==> src/rtl/pool_pkg.sv <==
// Shared types and helpers for the streaming pooling engine.
// Provides the pooling mode enum, accumulator sizing helpers and a
// signed saturation function used by every lane.
package pool_pkg;

  typedef enum logic {POOL_MAX = 1'b0, POOL_AVG = 1'b1} pool_mode_e;

  // Working width for saturation; wide enough for any practical lane.
  localparam int SAT_W = 64;

  // Sum of POOL_SIZE elements cannot overflow this width.
  function automatic int acc_width(input int in_w, input int pool_size);
    return in_w + $clog2(pool_size);
  endfunction

  // Right shift that turns the window sum into the average.
  function automatic int avg_shift(input int pool_size);
    return $clog2(pool_size);
  endfunction

  // Clamp a sign-extended value to the signed range of out_w bits.
  // When the output is at least as wide as the input element, every
  // pooled value already fits, so the value passes through untouched.
  function automatic logic signed [SAT_W-1:0] sat_signed(
    input logic signed [SAT_W-1:0] x,
    input int                      in_w,
    input int                      out_w
  );
    logic signed [SAT_W-1:0] hi;
    logic signed [SAT_W-1:0] lo;
    hi = (64'sd1 <<< (out_w - 1)) - 64'sd1;
    lo = -hi - 64'sd1;
    if (out_w >= in_w) return x;
    if (x > hi) return hi;
    if (x < lo) return lo;
    return x;
  endfunction

endpackage

==> src/rtl/pool_lane.sv <==
// Single-channel pooling lane: running max or running sum, then shift and saturate.
// Latency: res is combinational on the current beat; accumulator updates on en.
// Backpressure: none here; the parent gates en with the input handshake.
//
// Ports:
//   clk, rst_n  clock and asynchronous active-low reset
//   clr         discard the partial window (wins over en)
//   en          accept one window element
//   first/last  current element opens / closes the window
//   avg         1 = average, 0 = max (already latched by the parent)
//   din         signed element
//   res         saturated result including the current element
module pool_lane
  import pool_pkg::*;
#(
  parameter int INPUT_WIDTH  = 8,
  parameter int OUTPUT_WIDTH = 8,
  parameter int POOL_SIZE    = 4
) (
  input  logic                    clk,
  input  logic                    rst_n,
  input  logic                    clr,
  input  logic                    en,
  input  logic                    first,
  input  logic                    last,
  input  logic                    avg,
  input  logic [INPUT_WIDTH-1:0]  din,
  output logic [OUTPUT_WIDTH-1:0] res
);

  localparam int ACC_W = acc_width(INPUT_WIDTH, POOL_SIZE);
  localparam int SHIFT = avg_shift(POOL_SIZE);

  logic signed [ACC_W-1:0] din_x;
  logic signed [ACC_W-1:0] acc_q;
  logic signed [ACC_W-1:0] acc_nxt;
  logic signed [ACC_W-1:0] scaled;
  logic signed [SAT_W-1:0] wide;

  assign din_x = {{(ACC_W-INPUT_WIDTH){din[INPUT_WIDTH-1]}}, din};

  // The first element seeds the accumulator in both modes, so no
  // separate "most negative" initial value is needed for max.
  always_comb begin
    acc_nxt = acc_q;
    if (first) begin
      acc_nxt = din_x;
    end else if (avg) begin
      acc_nxt = acc_q + din_x;
    end else if (din_x > acc_q) begin
      acc_nxt = din_x;
    end
  end

  // Arithmetic shift floors toward negative infinity.
  assign scaled = avg ? (acc_nxt >>> SHIFT) : acc_nxt;
  assign wide   = {{(SAT_W-ACC_W){scaled[ACC_W-1]}}, scaled};
  assign res    = OUTPUT_WIDTH'(sat_signed(wide, INPUT_WIDTH, OUTPUT_WIDTH));

  always_ff @(posedge clk or negedge rst_n) begin
    if (!rst_n) begin
      acc_q <= '0;
    end else if (clr) begin
      acc_q <= '0;
    end else if (en) begin
      acc_q <= last ? '0 : acc_nxt;
    end
  end

endmodule

==> src/rtl/pool_stream_unit.sv <==
// Streaming multi-channel max/average pooler over POOL_SIZE-beat windows.
// Latency: result visible one cycle after the final beat is accepted; 1 beat/cycle.
// Backpressure: in_ready drops only while a result is pending and out_ready is low.
//
// Ports:
//   clk, rst_n           clock and asynchronous active-low reset
//   mode                 0 = max, 1 = average; taken from the first beat of a window
//   flush                drop the partial window (and any beat offered this cycle)
//   in_valid/in_ready    input beat handshake, ifm_input packs NUM_CH signed elements
//   out_valid/out_ready  result handshake, ifm_output packs NUM_CH signed results
//   win_done             one-cycle pulse coinciding with a newly loaded result
module pool_stream_unit
  import pool_pkg::*;
#(
  parameter int INPUT_WIDTH  = 8,
  parameter int OUTPUT_WIDTH = 8,
  parameter int POOL_SIZE    = 4,
  parameter int NUM_CH       = 4
) (
  input  logic                           clk,
  input  logic                           rst_n,
  input  logic                           mode,
  input  logic                           flush,
  input  logic                           in_valid,
  output logic                           in_ready,
  input  logic [NUM_CH*INPUT_WIDTH-1:0]  ifm_input,
  output logic                           out_valid,
  input  logic                           out_ready,
  output logic [NUM_CH*OUTPUT_WIDTH-1:0] ifm_output,
  output logic                           win_done
);

  localparam int CNT_W = $clog2(POOL_SIZE);

  typedef enum logic {S_IDLE = 1'b0, S_ACCUM = 1'b1} state_e;

  state_e                         state_q, state_d;
  logic [CNT_W-1:0]               cnt_q, cnt_d;
  pool_mode_e                     mode_q;
  pool_mode_e                     eff_mode;
  logic                           take;
  logic                           first;
  logic                           last;
  logic                           done;
  logic [NUM_CH*OUTPUT_WIDTH-1:0] lane_res;

  assign in_ready = !(out_valid && !out_ready);

  // A flushed beat still completes the handshake but is discarded.
  assign take  = in_valid && in_ready && !flush;
  assign first = (state_q == S_IDLE);
  assign last  = (cnt_q == CNT_W'(POOL_SIZE - 1));
  assign done  = take && last;

  // The window's opening beat uses the live mode; later beats use the latched one.
  assign eff_mode = first ? pool_mode_e'(mode) : mode_q;

  always_ff @(posedge clk or negedge rst_n) begin
    if (!rst_n) begin
      state_q <= S_IDLE;
      cnt_q   <= '0;
    end else begin
      state_q <= state_d;
      cnt_q   <= cnt_d;
    end
  end

  always_comb begin
    state_d = state_q;
    cnt_d   = cnt_q;
    case (state_q)
      S_IDLE: begin
        if (take) begin
          state_d = S_ACCUM;
          cnt_d   = CNT_W'(1);
        end
      end
      S_ACCUM: begin
        if (flush) begin
          state_d = S_IDLE;
          cnt_d   = '0;
        end else if (take) begin
          if (last) begin
            state_d = S_IDLE;
            cnt_d   = '0;
          end else begin
            cnt_d = cnt_q + CNT_W'(1);
          end
        end
      end
      default: begin
        state_d = S_IDLE;
        cnt_d   = '0;
      end
    endcase
  end

  always_ff @(posedge clk or negedge rst_n) begin
    if (!rst_n) begin
      mode_q <= POOL_MAX;
    end else if (take && first) begin
      mode_q <= eff_mode;
    end
  end

  for (genvar c = 0; c < NUM_CH; c++) begin : g_lane
    pool_lane #(
      .INPUT_WIDTH (INPUT_WIDTH),
      .OUTPUT_WIDTH(OUTPUT_WIDTH),
      .POOL_SIZE   (POOL_SIZE)
    ) u_lane (
      .clk  (clk),
      .rst_n(rst_n),
      .clr  (flush),
      .en   (take),
      .first(first),
      .last (last),
      .avg  (eff_mode == POOL_AVG),
      .din  (ifm_input[c*INPUT_WIDTH +: INPUT_WIDTH]),
      .res  (lane_res[c*OUTPUT_WIDTH +: OUTPUT_WIDTH])
    );
  end

  // A new result takes priority over retiring the old one, so a final
  // beat landing on a transfer cycle keeps out_valid high with new data.
  always_ff @(posedge clk or negedge rst_n) begin
    if (!rst_n) begin
      out_valid  <= 1'b0;
      ifm_output <= '0;
      win_done   <= 1'b0;
    end else begin
      win_done <= done;
      if (done) begin
        out_valid  <= 1'b1;
        ifm_output <= lane_res;
      end else if (out_valid && out_ready) begin
        out_valid <= 1'b0;
      end
    end
  end

endmodule

==> config.mk <==
export PLATFORM = sky130hd
export DESIGN_NAME = pool_stream_unit
export DESIGN_NICKNAME = d
export VERILOG_FILES = /design/src/rtl/pool_pkg.sv /design/src/rtl/pool_lane.sv /design/src/rtl/pool_stream_unit.sv
export SDC_FILE = /design/constraint.sdc
export NUM_CORES = 1
export LEC_CHECK = 0
export ABC_AREA = 1
export BUFFER_PORTS_ARGS = -buffer_cell sky130_fd_sc_hd__buf_2
export CAP_MARGIN = 40
export CORE_ASPECT_RATIO = 0.8
export CORE_UTILIZATION = 60
export CTS_BUF_LIST = sky130_fd_sc_hd__clkbuf_2
export DETAILED_ROUTE_END_ITERATION = 7
export PLACE_DENSITY = 0.89
export RECOVER_POWER = 50
export SLEW_MARGIN = 20
export SYNTH_ARGS = -nofsm -noshare
export SYNTH_HDL_FRONTEND = slang
export SYNTH_SLANG_ARGS = --single-unit
export TNS_END_PERCENT = 100
==> constraint.sdc <==
create_clock -name clk -period 3.6 [get_ports clk]
set_input_delay 0.72 -clock clk [delete_from_list [all_inputs] [get_ports clk]]
set_output_delay 0.72 -clock clk [all_outputs]
set_load 0.01 [all_outputs]
==> results of run 1 <==
[worst max-delay path, cell delays in order (launching register included)]
cell	delay, ps
dfrtp_1	430
inv_1	90
ha_1	300
nand2_1	140
inv_1	70
a21oi_1	260
nand3_1	150
nand2_1	100
nand3_2	270
nand2_1	150
nand2_1	70
o21ai_2	150
nand3_1	120
nand3_1	130
nand2_1	70
[cells in the final DEF (no fill, tap or decap), drive strengths merged]
master	netlist	routed
clkbuf	21	26
o22ai	22	22
nand2	404	404
fa	4	4
o211ai	4	4
dfrtp	78	78
bufinv	0	2
a21oi	46	46
ha	77	77
a31oi	2	2
or2	2	2
clkinv	0	1
o31ai	1	1
nor4	3	3
xor2	15	15
a211oi	1	1
buf	22	67
clkinvlp	0	2
o21ai	61	61
dlygate4sd3	0	1
o21bai	3	3
nor3	2	2
inv	163	165
nand4	21	21
a21o	3	3
nor2	53	53
nand3	149	149
[worst max path at each step]
| stage | cells after the start | to | startpoint |
|---|---|---|---|
| finish | 14 | ifm_output[18] | g_lane[2].u_lane.acc_q[9] |
| global route | 16 | ifm_output[2] | g_lane[0].u_lane.acc_q[5] |
| CTS | 14 | ifm_output[18] | g_lane[2].u_lane.acc_q[9] |
| detailed placement | 14 | ifm_output[18] | ifm_input[23] |
| global placement | 13 | ifm_output[0] | ifm_input[7] |
| floorplan | 14 | ifm_output[25] | ifm_input[31] |
[power groups by stage]
| stage | clock network (mW) | logic [mW] | registers (mW) |
|---|---|---|---|
| 2_1_floorplan | 0 | 1.39 | 1.35 |
| 4_1_cts | 0.601 | 2.04 | 1.28 |
| 3_3_place_gp | 0 | 1.97 | 1.29 |
| 3_5_place_dp | 0 | 2.03 | 1.29 |
| 5_1_grt | 0.628 | 2.31 | 1.32 |
| 6_report | 0.593 | 2.04 | 1.29 |
[layout make-up]
class | count | area, um2 | area share, %
clock buffer | 9 | 45.0 | 0.551
clock inverter | 7 | 96.3 | 1.18
inverter | 163 | 612 | 7.49
multi-input combinational | 873 | 4780 | 58.5
sequential | 78 | 1950 | 23.9
tap | 171 | 214 | 2.62
timing repair buffer | 85 | 477 | 5.83
[flip-flops by register name (all words and copies together), names as in the netlist]
signal,flops
state_q,1
out_valid,1
ifm_output,32
win_done,1
cnt_q,2
g_lane.u_lane.acc_q,40
mode_q,1
[layer usage]
metal / share of wire (%) / up-vias / global-route usage (%)
li1: - / 3836 / -
met1: 47 / 3490 / 45.7
met2: 43 / 325 / 49.6
met3: 8.7 / 27 / 5.34
met4: 1.5 / 0 / 8.79
met5: 0 / - / 0
[timing repair]
item / in CTS / in global routing
setup endpoints to repair: 0 / 0
endpoints found under the hold margin: 0 / 13
hold buffers: 0 / 1
[cell families (layout without fill, tap and decap cells)]
kind of cell	after synthesis	after routing
simple gates	634	634
buf+inv	206	264
compound gates	143	143
fa+ha+maj	81	81
flops	78	78
xor+xnor	15	15
[per-stage QoR]
stage	util [%]	hold slack [ps]	instances	instance area (um2)	setup WS (ps)
2_1_floorplan	-	424	1157	7550	1250
4_1_cts	67.1	4.83	1385	8190	1080
6_report	67.0	340	1386	8170	1010
3_3_place_gp	65.6	457	1367	8010	688
5_1_grt	67.0	298	1386	8170	730
3_5_place_dp	65.9	463	1369	8050	624
==> impl_metrics.yaml, run 1 <==
power:
  p_seq_share_pct: 32.8
  leakagePower_nw: 4.64
  pwr-share-clk_pct: 15.1
  switchingPower_mw: 1.87
  peakVddDrop_mv: 0.237
  p_int_mw: 2.05
  pwr-share-comb_pct: 52.1
  powerDensity_nw_per_um2: 480
  netSwitchingFraction_pct: 47.6
  p_total_mw: 3.92
route:
  routedWlPerCell_um: 14.4
  drtIter0Drc: 753
  routed_wl_mm: 20.0
  vias: 7678
  vias_per_cell: 5.54
  drcViolationCount: 0
  postRouteAntennaNets: 0
  firstDrtPassIters: 5
logic_synthesis:
  ys_types: 35
  yosysWarningCount: 0
  synth_nets: 1276
  synth.area.top_cells: "dfrtp_1, nand2_1, ha_1, nand3_1, inv_1"
  synth_flop_cell: "dfrtp_1"
  synthXorXnorAreaFrac_pct: 1.74
  ys_seq_area_share_pct: 25.8
  synthAdderAreaFrac_pct: 13.8
  yosys.area_share.simple_pct: 36.5
  yosys.area.top_type_share_pct: 25.8
  syn_inst: 1157
  synth_compound_area_share_pct: 11.0
  synth_top_family_by_area: "simple AND/OR/NAND/NOR gates"
  synth-seq-cells: 78
  yosysTopAreaCell: "dfrtp_1"
  synthesis.area_um2: 7550
  syn_area_per_cell_um2: 6.53
  muxShareOfSynthArea_pct: 0
  synth_most_common_cell: "nand2_1"
  synthArstFlopShare_pct: 100
  yosys-top-cells-count: "nand2_1, inv_1, nand3_1"
  synth-edff-count: 0
clock_tree:
  clock_sinks: 78
  max-clock-path-buffers: 2
  clkTransAtPathRegs_ps: 250
  cts_setup_buffers: 0
  post_cts_resized: 0
  cts_tree: "yes"
  root_buffer: "clkbuf_2"
  clock_latency_ps: 560
  h-tree-depth: 3
  cts_buffers: 9
run_status:
  status: "finished with violations"
  violations: "max-capacitance violations, max-slew violations"
global_route:
  grt_max_degree: 57
  grt_usage_pct: 31.8
  grt_pass1_vias: 6852
  grt_pass1_wl_mm: 32.9
  antenna_found_initial: 0
  overflow: 0
floorplan:
  core_um2: 12200
  num_rows: 36
  start_util_pct: 61.9
  ios: 73
  die_h_um: 102
  die_x_um: 127
  die_area_um2: 13000
timing:
  tns_ps: 0
  grt_setup_unrepaired: "false"
  slew_violations: 31
  final-hold-violation-count: 0
  relSlewSlack_pct: -5.81
  worst_clock_skew_ps: 27.4
  finalCritPeriodShare_pct: 71.9
  setup_viol: 0
  worst_slew_pin_slew_ps: 1590
  min_period_ps: 2590
  max_freq_mhz: 386
min_path:
  min_path_type: "in -> reg"
  hold_depth: 2
  hold_start: "flush"
  min_to: "state_q"
critical_path:
  reg2reg_to: "ifm_output[18]"
  end_kind: "flop"
  crit_type: "reg -> reg"
  cp-start-kind: "flop"
  path_max_fanout: 13
  crit_required_ps: 4090
  rr_worst_depth: 14
  crit_arrival_ps: 3080
  r2r-start: "g_lane[2].u_lane.acc_q[9]"
  rrSetupSlack_ps: 1010
layout:
  n_fill_cell: 1091
  area_growth_pct: 8.18
  drive_gt1_share_pct: 11.0
  diodes: 0
  layout.nets: 1329
placed_design:
  gp_congestion: 0.993
  dp_hpwl_mm: 14.6
  io_buffers: 72
run:
  maxCapViolations: 1
Note: power is estimated with default switching activity, not from simulation.
==> run 2: changes to the inputs <==
Settings changed: CORE_UTILIZATION 60 to 56, PLACE_DENSITY 0.89 to 0.87.
Clock period 3.6 ns to 2.25 ns, I/O delays scaled along.
==> impl_metrics.yaml, run 2 (synthesis results as in run 1) <==
route:
  firstDrtPassIters: 7
  postRouteAntennaNets: 0
  vias: 9067
  drtIter0Drc: 1309
  drcViolationCount: 0
  vias_per_cell: 5.88
  routed_wl_mm: 26.8
  routedWlPerCell_um: 17.4
clock_tree:
  clock_latency_ps: 630
  max-clock-path-buffers: 2
  cts_buffers: 9
  clkTransAtPathRegs_ps: 280
  clock_sinks: 78
  cts_tree: "yes"
  h-tree-depth: 3
  root_buffer: "clkbuf_2"
global_route:
  antenna_found_initial: 0
  grt_max_degree: 44
  grt_pass1_vias: 7805
  grt_usage_pct: 32.4
  overflow: 0
  grt_pass1_wl_mm: 36.6
timing:
  finalCritPeriodShare_pct: 104
  worst_slew_pin_slew_ps: 1150
  worst_clock_skew_ps: 45.3
  setup_viol: 11
  final-hold-violation-count: 0
  min_period_ps: 2350
  grt_setup_unrepaired: "true"
  holdWs_ps: 42.6
  setup_ws_ps: -99.6
  slew_violations: 0
  max_freq_mhz: 426
  relSlewSlack_pct: 23.1
run:
  maxCapViolations: 0
floorplan:
  ios: 73
  start_util_pct: 58.1
  die_x_um: 132
  num_rows: 37
  die_area_um2: 14000
  core_um2: 13000
  die_h_um: 106
layout:
  final_common_cell: "nand2_1"
  multi_input_area_um2: 5720
  regMostFlops: "g_lane.u_lane.acc_q"
  final_cells: 1543
  n_fill_cell: 843
  largest_register_ffs: 40
  regArea_um2: 1950
  utilization_pct: 79.1
  drive_gt1_share_pct: 33.8
  layout.nets: 1482
  area_growth_pct: 36.2
  top_regs: "g_lane.u_lane.acc_q: 40 flops, ifm_output: 32 flops, cnt_q: 2 flops"
  final_cell_mix: "nand2_1, buf_4, inv_1"
  diodes: 0
critical_path:
  crit_arrival_ps: 2910
  cp-start-kind: "flop"
  crit_type: "reg -> reg"
  crit_required_ps: 2810
  rrSetupSlack_ps: -100
  path_max_fanout: 2
  end_kind: "flop"
run_status:
  status: "finished with violations"
  violations: "negative setup slack"
placed_design:
  gp_congestion: 0.980
  io_buffers: 72
  dp.cells: 1485
  dp_hpwl_mm: 16.4
power:
  peakVddDrop_mv: 0.386
  powerDensity_nw_per_um2: 748
  leakagePower_nw: 5.59
min_path:
  min_path_type: "in -> reg"
-- run 2: changes by cell type in the layout (fill, tap and decap cells not counted), moves of 12 or more --
cell / before / now
a21oi_1: 43 / 30
a21oi_2: 3 / 15
buf_2: 56 / 71
buf_4: 8 / 150
clkbuf_1: 17 / 2
ha_1: 77 / 46
ha_4: 0 / 30
inv_1: 162 / 129
inv_2: 1 / 34
nand2_1: 391 / 352
nand2_2: 13 / 42
nand3_1: 140 / 118
nand3_2: 9 / 25
o21ai_0: 45 / 32
-- run 2: area by class of cell --
cell class | instances | area share (%)
clock buffer | 10 | 0.486
clock inverter | 6 | 0.912
inverter | 163 | 5.95
multi-input combinational | 876 | 55.5
sequential | 78 | 19.0
tap | 175 | 2.13
timing repair buffer | 235 | 16.0
-- run 2: path summary, 6_finish.rpt --
kind | startpoint | to | cells after the start
max | g_lane[1].u_lane.acc_q[0] | ifm_output[14] | 15
min | flush | state_q | 2
max reg2reg | g_lane[1].u_lane.acc_q[0] | ifm_output[14] | 15
min reg2reg | ifm_output[4] | ifm_output[4] | 2
max in group asynchronous | rst_n | g_lane[0].u_lane.acc_q[6] | 3
min in group asynchronous | rst_n | g_lane[1].u_lane.acc_q[2] | 2
-- run 2: per-stage QoR --
step           setup slack [ps]  total power, mW  cell area [um2]  setup TNS [ps]
2_1_floorplan               172             4.39             7550               0
3_3_place_gp               -139             5.60             8900           -3190
3_5_place_dp               -275             5.73             8900           -8660
4_1_cts                   -8.43             6.74             9090           -8.43
5_1_grt                    -196             8.15            10300           -3610
6_report                  -99.6             7.70            10300            -306
-- run 2: where the power goes --
| part | internal, mW | switching [mW] |
|---|---|---|
| Clock | 0.380 | 0.619 |
| Sequential | 1.79 | 0.274 |
| Combinational | 1.85 | 2.78 |
-- run 2: per-layer routing --
metal	GRT usage, %	vias up	part of all wire [%]
met3	6.49	130	11
li1	-	4147	-
met5	0	-	0
met2	52.0	631	46
met1	44.1	4159	39
met4	9.88	0	3.7
-- run 2: timing repair --
item / in CTS / in global routing
gates resized for setup: 5 / 206
hold endpoints to repair: 37 / 0
setup endpoints to repair: 31 / 72
gates cloned: 0 / 3
pin swaps: 0 / 66
hold buffers: 1 / 0
buffers inserted: 1 / 37
-- run 2: worst max-delay path, cell delays in order, from the launching register on --
cell and delay [ps]:
dfrtp_1 470, ha_2 200, fa_2 360, nand3_1 110, nand2_1 90, buf_4 150, nand4_1 80, nand3_2 110
a21oi_2 150, o21ai_1 120, nand2_1 80, nand2_1 60, nand2_1 90, nand2_1 60, nand2_1 80, nand2_1 50
